$ cat src/rtl/jam_pkg.sv
// rtl/jam_pkg.sv - shared sizes, FSM state type and address helper for the JAM cost table (COST_PARITY_EN widens entries)
package jam_pkg;

    localparam int WORKERS = 8;
    localparam int JOBS    = 8;
    localparam int COST_W  = 7;
    localparam int WW      = $clog2(WORKERS);
    localparam int JW      = $clog2(JOBS);
    localparam int DEPTH   = WORKERS * JOBS;
    localparam int AW      = $clog2(DEPTH);
    localparam int CNT_W   = $clog2(DEPTH + 1);

`ifdef COST_PARITY_EN
    localparam int ENTRY_W = COST_W + 1;
`else
    localparam int ENTRY_W = COST_W;
`endif

    typedef enum logic [1:0] {
        IDLE = 2'd0,
        LOAD = 2'd1,
        RUN  = 2'd2,
        DONE = 2'd3
    } state_t;

    // Row-major flat address of worker w, job j.
    function automatic logic [AW-1:0] addr(input logic [WW-1:0] w, input logic [JW-1:0] j);
        return AW'(int'(w) * JOBS + int'(j));
    endfunction

endpackage

$ cat src/rtl/jam_cost_mem.sv
// rtl/jam_cost_mem.sv - cost matrix storage: synchronous write, registered read with enable
module jam_cost_mem
    import jam_pkg::*;
#(
    parameter int DW = ENTRY_W
) (
    input  logic          CLK,
    input  logic          RST,
    input  logic          wr_en,
    input  logic [AW-1:0] wr_addr,
    input  logic [DW-1:0] wr_data,
    input  logic          rd_en,
    input  logic [AW-1:0] rd_addr,
    output logic [DW-1:0] rd_data
);

    logic [DW-1:0] mem_q [DEPTH];

    // Array write port; contents survive RST so a reset never costs more than a reload.
    always_ff @(posedge CLK) begin
        if (wr_en) begin
            mem_q[wr_addr] <= wr_data;
        end
    end

    // Read register: returns the addressed entry when enabled, zero otherwise.
    always_ff @(posedge CLK or posedge RST) begin
        if (RST) begin
            rd_data <= '0;
        end else if (rd_en) begin
            rd_data <= mem_q[rd_addr];
        end else begin
            rd_data <= '0;
        end
    end

endmodule

$ cat src/rtl/jam_cost_table.sv
// rtl/jam_cost_table.sv - JAM cost store: host load, lookup, JAM reset/done control (COST_PARITY_EN adds LdPar/ParErr)
module jam_cost_table
    import jam_pkg::*;
(
    input  logic              CLK,
    input  logic              RST,
    input  logic              LdStart,
    input  logic              LdValid,
    input  logic [COST_W-1:0] LdData,
    output logic              LdReady,
    output logic [CNT_W-1:0]  LdCount,
    input  logic [WW-1:0]     W,
    input  logic [JW-1:0]     J,
    output logic [COST_W-1:0] Cost,
    output logic              JamRst,
    output logic              TableReady,
    input  logic              JamValid,
    output logic              Done
`ifdef COST_PARITY_EN
    ,
    input  logic              LdPar,
    output logic              ParErr
`endif
);

    state_t state_q;
    state_t state_d;

    logic               ld_accept;
    logic               ld_last;
    logic               rd_en;
    logic [AW-1:0]      rd_addr;
    logic [ENTRY_W-1:0] wr_data;
    logic [ENTRY_W-1:0] rd_word;

    // A restart pulse discards any entry offered in the same cycle.
    assign ld_accept = (state_q == LOAD) && LdValid && !LdStart;
    assign ld_last   = ld_accept && (LdCount == CNT_W'(DEPTH - 1));
    assign rd_en     = (state_q == RUN) || (state_q == DONE);
    assign rd_addr   = addr(W, J);

`ifdef COST_PARITY_EN
    assign wr_data = {LdPar, LdData};
`else
    assign wr_data = LdData;
`endif

    assign Cost = rd_word[COST_W-1:0];

    // Next-state logic; LdStart outranks every other event, including JamValid.
    always_comb begin
        state_d = state_q;
        case (state_q)
            IDLE: begin
                if (LdStart) state_d = LOAD;
            end
            LOAD: begin
                if (LdStart)      state_d = LOAD;
                else if (ld_last) state_d = RUN;
            end
            RUN: begin
                if (LdStart)       state_d = LOAD;
                else if (JamValid) state_d = DONE;
            end
            DONE: begin
                if (LdStart) state_d = LOAD;
            end
            default: state_d = IDLE;
        endcase
    end

    // State and control outputs, all registered from the next state.
    always_ff @(posedge CLK or posedge RST) begin
        if (RST) begin
            state_q    <= IDLE;
            LdReady    <= 1'b0;
            JamRst     <= 1'b1;
            TableReady <= 1'b0;
            Done       <= 1'b0;
        end else begin
            state_q    <= state_d;
            LdReady    <= (state_d == LOAD);
            JamRst     <= !((state_d == RUN) || (state_d == DONE));
            TableReady <= (state_d == RUN) || (state_d == DONE);
            Done       <= (state_d == DONE);
        end
    end

    // Load counter doubles as the write address; it rests at DEPTH once full.
    always_ff @(posedge CLK or posedge RST) begin
        if (RST) begin
            LdCount <= '0;
        end else if (LdStart) begin
            LdCount <= '0;
        end else if (ld_accept) begin
            LdCount <= LdCount + CNT_W'(1);
        end
    end

    jam_cost_mem #(
        .DW (ENTRY_W)
    ) u_mem (
        .CLK     (CLK),
        .RST     (RST),
        .wr_en   (ld_accept),
        .wr_addr (LdCount[AW-1:0]),
        .wr_data (wr_data),
        .rd_en   (rd_en),
        .rd_addr (rd_addr),
        .rd_data (rd_word)
    );

`ifdef COST_PARITY_EN
    // Sticky parity error on lookup words; a word read on the LdStart edge is ignored.
    always_ff @(posedge CLK or posedge RST) begin
        if (RST) begin
            ParErr <= 1'b0;
        end else if (LdStart) begin
            ParErr <= 1'b0;
        end else if (rd_en && (^rd_word)) begin
            ParErr <= 1'b1;
        end
    end
`endif

endmodule

$ cat config.mk
export PLATFORM = sky130hd
export DESIGN_NAME = jam_cost_table
export DESIGN_NICKNAME = d
export VERILOG_FILES = /design/src/rtl/jam_pkg.sv /design/src/rtl/jam_cost_mem.sv /design/src/rtl/jam_cost_table.sv
export SDC_FILE = /design/constraint.sdc
export NUM_CORES = 1
export LEC_CHECK = 0
export CORE_ASPECT_RATIO = 1.1
export CORE_MARGIN = 1
export CORE_UTILIZATION = 46
export CTS_BUF_LIST = sky130_fd_sc_hd__clkbuf_8 sky130_fd_sc_hd__clkbuf_16
export DETAILED_ROUTE_END_ITERATION = 6
export HOLD_SLACK_MARGIN = 0.03
export PLACE_DENSITY = 0.68
export SLEW_MARGIN = 20
export SYNTH_ARGS = -nofsm -noshare
export SYNTH_HDL_FRONTEND = slang
export SYNTH_SLANG_ARGS = --single-unit
$ cat constraint.sdc
create_clock -name CLK -period 3.5 [get_ports CLK]
set_input_delay 0.35 -clock CLK [delete_from_list [all_inputs] [get_ports CLK]]
set_output_delay 0.35 -clock CLK [all_outputs]
set_load 0.005 [all_outputs]
==> summary.md, run 1 <==
| Metric | Value |
|---|---|
| Power, Total | 11.51 mW |
| Sequential-to-total area share from yosys stat | 0.7647 |
| Core Footprint | 39080 um^2 |
| Critical Path Sink Type | flip-flop |
| IO Pins | 36 |
| Logic pwr share | 0.053 |
| Vias in the first global route | 9324 |
| Global route total overflow | 0 |
| Shortest period the worst path allows | 2.963 ns |
| Num rows | 76 |
| Reg power frac | 0.537 |
| CTS tree | done |
| H-tree lvl count | 2 |
| Post-DR vias/cell | 6.089 |
| Skew final | 0.02506 ns |
| CTS Sinks | 467 |
| PD cells | 553.9 nW/um^2 |
| Post-DP HPWL | 26940 um |
| Max-cap viol count | 0 |
| Hold Path Depth | 1 |
| Clock-pin slew on the worst setup and hold paths | 0.06 ns |
| Final Util | 0.5317 |
| EDFF count, synth | 448 |
| Post-synthesis cell count | 886 |
| Worst min path class | input port to flip-flop |
| Final hold viol count | 0 |
| CP startpoint kind | flip-flop |
| Port bufs | 35 |
| Part of the cycle the worst path needs | 0.8465 |
| DP Worst Slack | about 0.62 ns |
| Worst rel slew slack | 0.3691 |
| Crit path to | u_mem.mem_q[17][3] |
| Ant diodes | 0 |
| Cell chosen for the clock root | clkbuf_16 |
| RR Endpoint | u_mem.mem_q[17][3] |
| Fill count | slightly below 3000 |
| Syn-to-layout area delta | 14.09% |
| Fin. max-slew vios | 0 |
| Final ANT Viol Nets | 0 |
| Internal power | 9.095 mW |
| Distinct cells, synth | between 40 and 50 |
| GPL Wtd Cong | 0.9520 |
| Reg2reg path depth | 6 |
| Vias | 9267 |
| Status | complete, no violations |
| Max VDD drop | 0.3586 mV |
| Die width | 191.7 um |
| CTS Hold Bufs | 0 |
| Synth Flop Type | edfxtp_1 |
| Later-pin clock latency in the skew report | 0.57 ns |
| First-pass iteration count of the detailed router | 6 |
| TNS Setup | 0 ns |
| DRC Markers | 0 |
| CP startpoint | TableReady |
| Routed len/inst | approximately 28 um |
| Initial antenna violation count | 1 |
| Post-Route WL | between 40000 and 50000 um |
| Initial Util | 0.4661 |
| YS warnings | 0 |
| RSZ-0062 raised after global routing | false |
| CP arrival | 3.17 ns |
| Synthesized area | 18210 um^2 |
| FF+latch count, synth | 467 |
| TritonCTS buffer count | 45 |
| Req. time, crit path | 3.71 ns |
| Die Y | 210.7 um |
| Pleak | 6.649 nW |
| # Post-CTS Setup Buffers | 0 |
| CTS max path bufs | 3 |
| CP max FO | 8 |
| R2r setup slk | between 0.5 and 0.6 ns |
| P_sw | approximately 2.4 mW |
| Ys async rst share | 0.04069 |
| Clk pwr share | 0.410 |
| First-pass GRT wire length | 62940 um |
| Largest net degree at the start of global routing | 65 |
| Crit Path Class | flip-flop to flip-flop |
| Reg-to-reg startpoint | TableReady |
| Final setup violation count | 0 |
| Max Freq | 337.5 MHz |
| Fraction of layout cells with a size suffix above 1 | 0.2384 |
| Final WS setup | 0.5373 ns |
| Post-cts resize count | 0 |
| GRT Overall Usage | 0.2187 |
| Switching Share | 0.2098 |
| Syn_nets | just over 900 |
| Nets | 1002 |
| Starting DRT DRC Count | 1273 |
| Measured slew at the worst slew-check pin | 0.9463 ns |
| Die area | between 40000 and 50000 um^2 |
| Syn avg cell area | 20.56 um^2 |
[worst min-delay path by stage]
stage / slack (ns) / end / startpoint
2_1_floorplan: 0.30 / Done / RST
3_3_place_gp: 0.56 / LdCount[6] / LdCount[6]
3_5_place_dp: 0.57 / LdCount[6] / LdCount[6]
4_1_cts: 0.19 / u_mem.mem_q[45][6] / LdData[6]
5_1_grt: 0.19 / u_mem.mem_q[45][6] / LdData[6]
6_report: 0.18 / u_mem.mem_q[45][6] / LdData[6]
[final cells by class]
class                           instances  area (um^2)  share of cell area
Multi-Input combinational cell        370         4016              0.1933
Sequential cell                       467        13930              0.6703
Inverter                                8        30.03            0.001445
Clock buffer                           45         1126             0.05419
Tap cell                              507        634.4             0.03053
Clock inverter                         37        300.3             0.01445
Timing Repair Buffer                   88        744.5             0.03582
[worst max-delay path, stage by stage (launching register included)]
cell	delay, ns
dfrtp_1	0.43
inv_1	0.09
ha_1	0.32
nand2_1	0.15
nor3_1	0.41
nand2_1	0.54
nor2_1	0.67
[cell usage in the layout, fill, tap and decap left out, drive strengths merged, types with 2 or more instances in the layout]
cell type	Yosys	final
edfxtp	448	448
mux4	110	110
nor2	86	86
buf	24	63
clkbuf	17	45
clkdlybuf4s50	0	25
nand2	23	23
clkinv	1	23
dfrtp	18	18
nand3	17	17
inv	7	16
mux2i	15	15
o21ai	15	15
o22ai	15	15
a21oi	13	13
o221ai	13	13
mux2	9	9
nor2b	8	8
a22o	6	6
or3	5	5
bufinv	0	5
ha	4	4
xnor2	3	3
nand2b	3	3
a22oi	3	3
or2	3	3
xor2	2	2
nand4	2	2
[power groups by stage]
stage	sequential (mW)	combinational, mW	clock [mW]
floorplan	6.30	0.340	0
global placement	6.30	0.598	0
detailed placement	6.30	0.608	0
CTS	6.18	0.611	4.78
global route	6.19	0.646	4.99
finish	6.18	0.605	4.72
[flip-flops by register name, summed over array words and instances, names as in the netlist]
register and flops:
Done 1, LdCount 7, LdReady 1, TableReady 1, JamRst 1, u_mem.rd_data 7
state_q 1, u_mem.mem_q 448
[synthesized netlist by cell type (all sizes together), types with 7 or more instances]
cell    count  area (um^2)
o221ai     13        113.9
nand2      23        86.33
clkbuf     17        63.81
o22ai      15        93.84
buf        24        175.2
nor2b       8        50.05
a21oi      13        65.06
edfxtp    448        13450
mux2i      15        150.1
mux4      110         2507
mux2        9        101.4
inv         7        26.28
dfrtp      18        450.4
o21ai      15        75.07
nand3      17        85.08
nor2       86        322.8
[per-layer routing]
| metal | routed length, um | vias to the layer above | global-route usage |
|---|---|---|---|
| li1 | - | 3848 | - |
| met1 | 17420 | 4856 | 0.3138 |
| met2 | 20250 | 471 | 0.3376 |
| met3 | 3329 | 90 | 0.03921 |
| met4 | 1474 | 2 | 0.07937 |
| met5 | 14 | - | 0 |
[kinds of logic (layout without fill, tap and decap cells)]
| logic type | after synthesis | count (layout) | share of synthesized area |
|---|---|---|---|
| buffers and inverters | 49 | 178 | 0.01477 |
| DFF | 467 | 467 | 0.7647 |
| muxes | 134 | 134 | 0.1515 |
| AOI/OAI and AO/OA | 75 | 75 | 0.02768 |
| xor gates and xnor gates | 5 | 5 | 0.002405 |
| and+or+nand+nor | 152 | 152 | 0.03620 |
| adders and majority gates | 4 | 4 | 0.002748 |
[through the flow]
stage                     instances  hold WS (ns)  area [um^2]
after global placement         1440        0.5586        19350
after floorplan                 886        0.3004        18220
after global routing           1522        0.1946        20780
after detailed placement       1440        0.5700        19350
after CTS                      1522        0.1893        20780
final                          1522        0.1850        20780
Power figures use the tool's default switching activity.
==> inputs of run 2 (changes only) <==
--- a/config.mk
+++ b/config.mk
@@ -11,7 +11,7 @@
 export CTS_BUF_LIST = sky130_fd_sc_hd__clkbuf_8 sky130_fd_sc_hd__clkbuf_16
 export DETAILED_ROUTE_END_ITERATION = 6
 export HOLD_SLACK_MARGIN = 0.03
-export PLACE_DENSITY = 0.68
+export PLACE_DENSITY = 0.7
 export SLEW_MARGIN = 20
 export SYNTH_ARGS = -nofsm -noshare
 export SYNTH_HDL_FRONTEND = slang
==> constraint.sdc (replaced) <==
create_clock -name CLK -period 2.7 [get_ports CLK]
set_input_delay 0.27 -clock CLK [delete_from_list [all_inputs] [get_ports CLK]]
set_output_delay 0.27 -clock CLK [all_outputs]
set_load 0.005 [all_outputs]
==> run 2 against run 1 <==
Utilization is 1.7 points higher; sequential power rose by 30%; cell count is 4.3% higher; combinational power up 38%; clock skew is 0.010 ns lower; maximum frequency increased by 22%; register-to-register slack got worse by 0.27 ns; worst hold slack lost 0.12 ns; total power is 32% higher; sequential cell count did not move; via count up 1.2%; largest power group unchanged; first-iteration DRC count decreased by 10%; highest routed layer is now met4.
==> summary.md, run 2 (same netlist as run 1, synthesis figures left out) <==
| Metric | Value |
|---|---|
| Status | complete, no violations |
| First-pass iteration count of the detailed router | 5 |
| Most flops, register | u_mem.mem_q |
| Die area | 40400 um^2 |
| Reg-to-reg startpoint | TableReady |
| CP top delay family | simple AND/OR/NAND/NOR gates |
| Skew final | between 0.01 and 0.015 ns |
| # Post-CTS Setup Buffers | 0 |
| Max VDD drop | 0.4651 mV |
| Post-Route WL | 41840 um |
| Die Y | 210.7 um |
| CP max FO | 8 |
| Later-pin clock latency in the skew report | 0.56 ns |
| Largest net degree at the start of global routing | 65 |
| Max reg flops | 448 |
| Initial Util | 0.4661 |
| Crit-path slowest cell | dfrtp_1 |
| Starting DRT DRC Count | roughly 1100 |
| Commonest non-fill, non-tap cell in the layout | edfxtp_1 |
| Nets | 1067 |
| CP arrival | 2.70 ns |
| Worst path max stage delay | 0.44 ns |
| WP buf/inv | 3 |
| Pleak | between 7 and 8 nW |
| Hold Path Depth | 1 |
| Fill count | 2919 |
| Req. time, crit path | 2.97 ns |
| Core Footprint | 39080 um^2 |
| Reg2reg path depth | 8 |
| Worst rel slew slack | 0.4204 |
| Global route total overflow | 0 |
| Syn-to-layout area delta | 17.75% |
| Fraction of layout cells with a size suffix above 1 | 0.2849 |
| Most frequent cells in the layout | edfxtp_1 (448), buf_4 (107), mux4_2 (102) |
| GRT Overall Usage | 0.2153 |
| Crit Path Class | flip-flop to flip-flop |
| Die width | 191.7 um |
| Worst min path class | input port to flip-flop |
| Cell chosen for the clock root | clkbuf_16 |
| Max Freq | 410.9 MHz |
| CTS Sinks | 467 |
| IO Pins | 36 |
| Final Util | 0.5488 |
| Critical Path Sink Type | flip-flop |
| First-pass GRT wire length | 62390 um |
| TNS Setup | 0 ns |
| Fin. max-slew vios | 0 |
| Largest regs | u_mem.mem_q (448), LdCount (7), u_mem.rd_data (7) |
| RSZ-0062 raised after global routing | false |
| Final setup violation count | 0 |
| DP Area | 19940 um^2 |
| TritonCTS buffer count | 45 |
| DP Worst Slack | about 0.29 ns |
| CTS max path bufs | 3 |
| CTS Hold Bufs | 1 |
| Vias in the first global route | between 9000 and 10000 |
| H-tree lvl count | 2 |
| Shortest period the worst path allows | 2.434 ns |
| Measured slew at the worst slew-check pin | 0.8684 ns |
| Routed len/inst | 26.35 um |
| Ant diodes | 0 |
| WHS Endpoint | u_mem.mem_q[36][5] |
| R2r setup slk | around 0.27 ns |
| CTS tree | done |
| RR Endpoint | u_mem.mem_q[19][2] |
| Clock-pin slew on the worst setup and hold paths | 0.06 ns |
| DRC Markers | 0 |
| Final hold viol count | 0 |
| Final ANT Viol Nets | 0 |
| Post-route insts no fill | between 1500 and 2000 |
| Initial antenna violation count | 0 |
| Vias | 9377 |
| Part of the cycle the worst path needs | 0.9013 |
| Final Instance Area | roughly 21000 um^2 |
| Placed Instances | 1504 |
| HP Start | LdData[5] |
| Final WS setup | approximately 0.27 ns |
| Port bufs | 35 |
| Power, Total | 15.17 mW |
| Num rows | 76 |
| Max-cap viol count | 0 |
| Post-DR vias/cell | between 5 and 6 |
| GPL Wtd Cong | 0.9411 |
| Post-cts resize count | 0 |
| CP most frequent cell | buf_4 |
| Post-DP HPWL | between 20000 and 30000 um |
| PD cells | 707.1 nW/um^2 |
| Fin Hold WS | 0.06204 ns |
| Critical-path cell list | inv_1, ha_1, nand2_1, nor3_1, nand3_1, buf_4, nor2_1, buf_4 |
| CP startpoint kind | flip-flop |
-- run 2: cell types whose count changed in the layout (fill, tap and decap cells not counted), sizes merged --
cell	before	now
buf	63	127
clkinv	23	12
inv	16	23
dlygate4sd3	0	1
clkbuf	45	50
-- run 2: worst register-to-register path: cells and delay by family (launching register included) --
family | cells | cell delay [ns]
buffers and inverters | 3 | 0.50
flip-flops | 1 | 0.44
adder cells (fa/ha/maj) | 1 | 0.30
AND/OR/NAND/NOR | 4 | 0.90
-- run 2: worst max-delay path by stage --
stage | start | end | slack, ns | depth (start not counted)
CTS | TableReady | u_mem.mem_q[19][2] | 0.28 | 8
finish | TableReady | u_mem.mem_q[19][2] | 0.27 | 8
detailed placement | TableReady | u_mem.mem_q[19][6] | 0.29 | 8
global route | TableReady | u_mem.mem_q[19][2] | 0.03 | 8
floorplan | TableReady | u_mem.mem_q[19][0] | 0.57 | 6
global placement | J[0] | u_mem.rd_data[6] | 0.33 | 7
-- run 2: cell type report --
| cell class | count | area (um^2) | area share |
|---|---|---|---|
| clock buffer | 50 | 1229 | 0.05729 |
| clock inverter | 33 | 274.0 | 0.01278 |
| inverter | 8 | 30.03 | 0.001400 |
| multi-input combinational | 370 | 4016 | 0.1873 |
| sequential | 467 | 13930 | 0.6495 |
| tap | 507 | 634.4 | 0.02958 |
| timing repair buffer | 153 | 1335 | 0.06224 |
-- run 2: per-layer routing --
metal,track usage,vias up,part of all wire
met1,0.3053,4917,0.41
met2,0.3441,422,0.49
li1,-,3976,-
met3,0.03572,62,0.074
met4,0.06596,0,0.024
met5,0,-,0
-- run 2: power breakdown --
group / switching, mW / total, mW / internal [mW]
Combinational: 0.490 / 0.834 / 0.344
Sequential: 0.0369 / 8.02 / 7.98
Clock: 2.58 / 6.32 / 3.74
==> inputs of run 3 (changes only) <==
--- a/config.mk
+++ b/config.mk
@@ -5,6 +5,7 @@
 export SDC_FILE = /design/constraint.sdc
 export NUM_CORES = 1
 export LEC_CHECK = 0
+export ABC_CLOCK_PERIOD_IN_PS = 2700
 export CORE_ASPECT_RATIO = 1.1
 export CORE_MARGIN = 1
 export CORE_UTILIZATION = 46
@@ -16,3 +17,4 @@
 export SYNTH_ARGS = -nofsm -noshare
 export SYNTH_HDL_FRONTEND = slang
 export SYNTH_SLANG_ARGS = --single-unit
+export TNS_END_PERCENT = 20
==> results of run 3 <==
No change in the layout: final DEF, timing and power equal those of run 2.
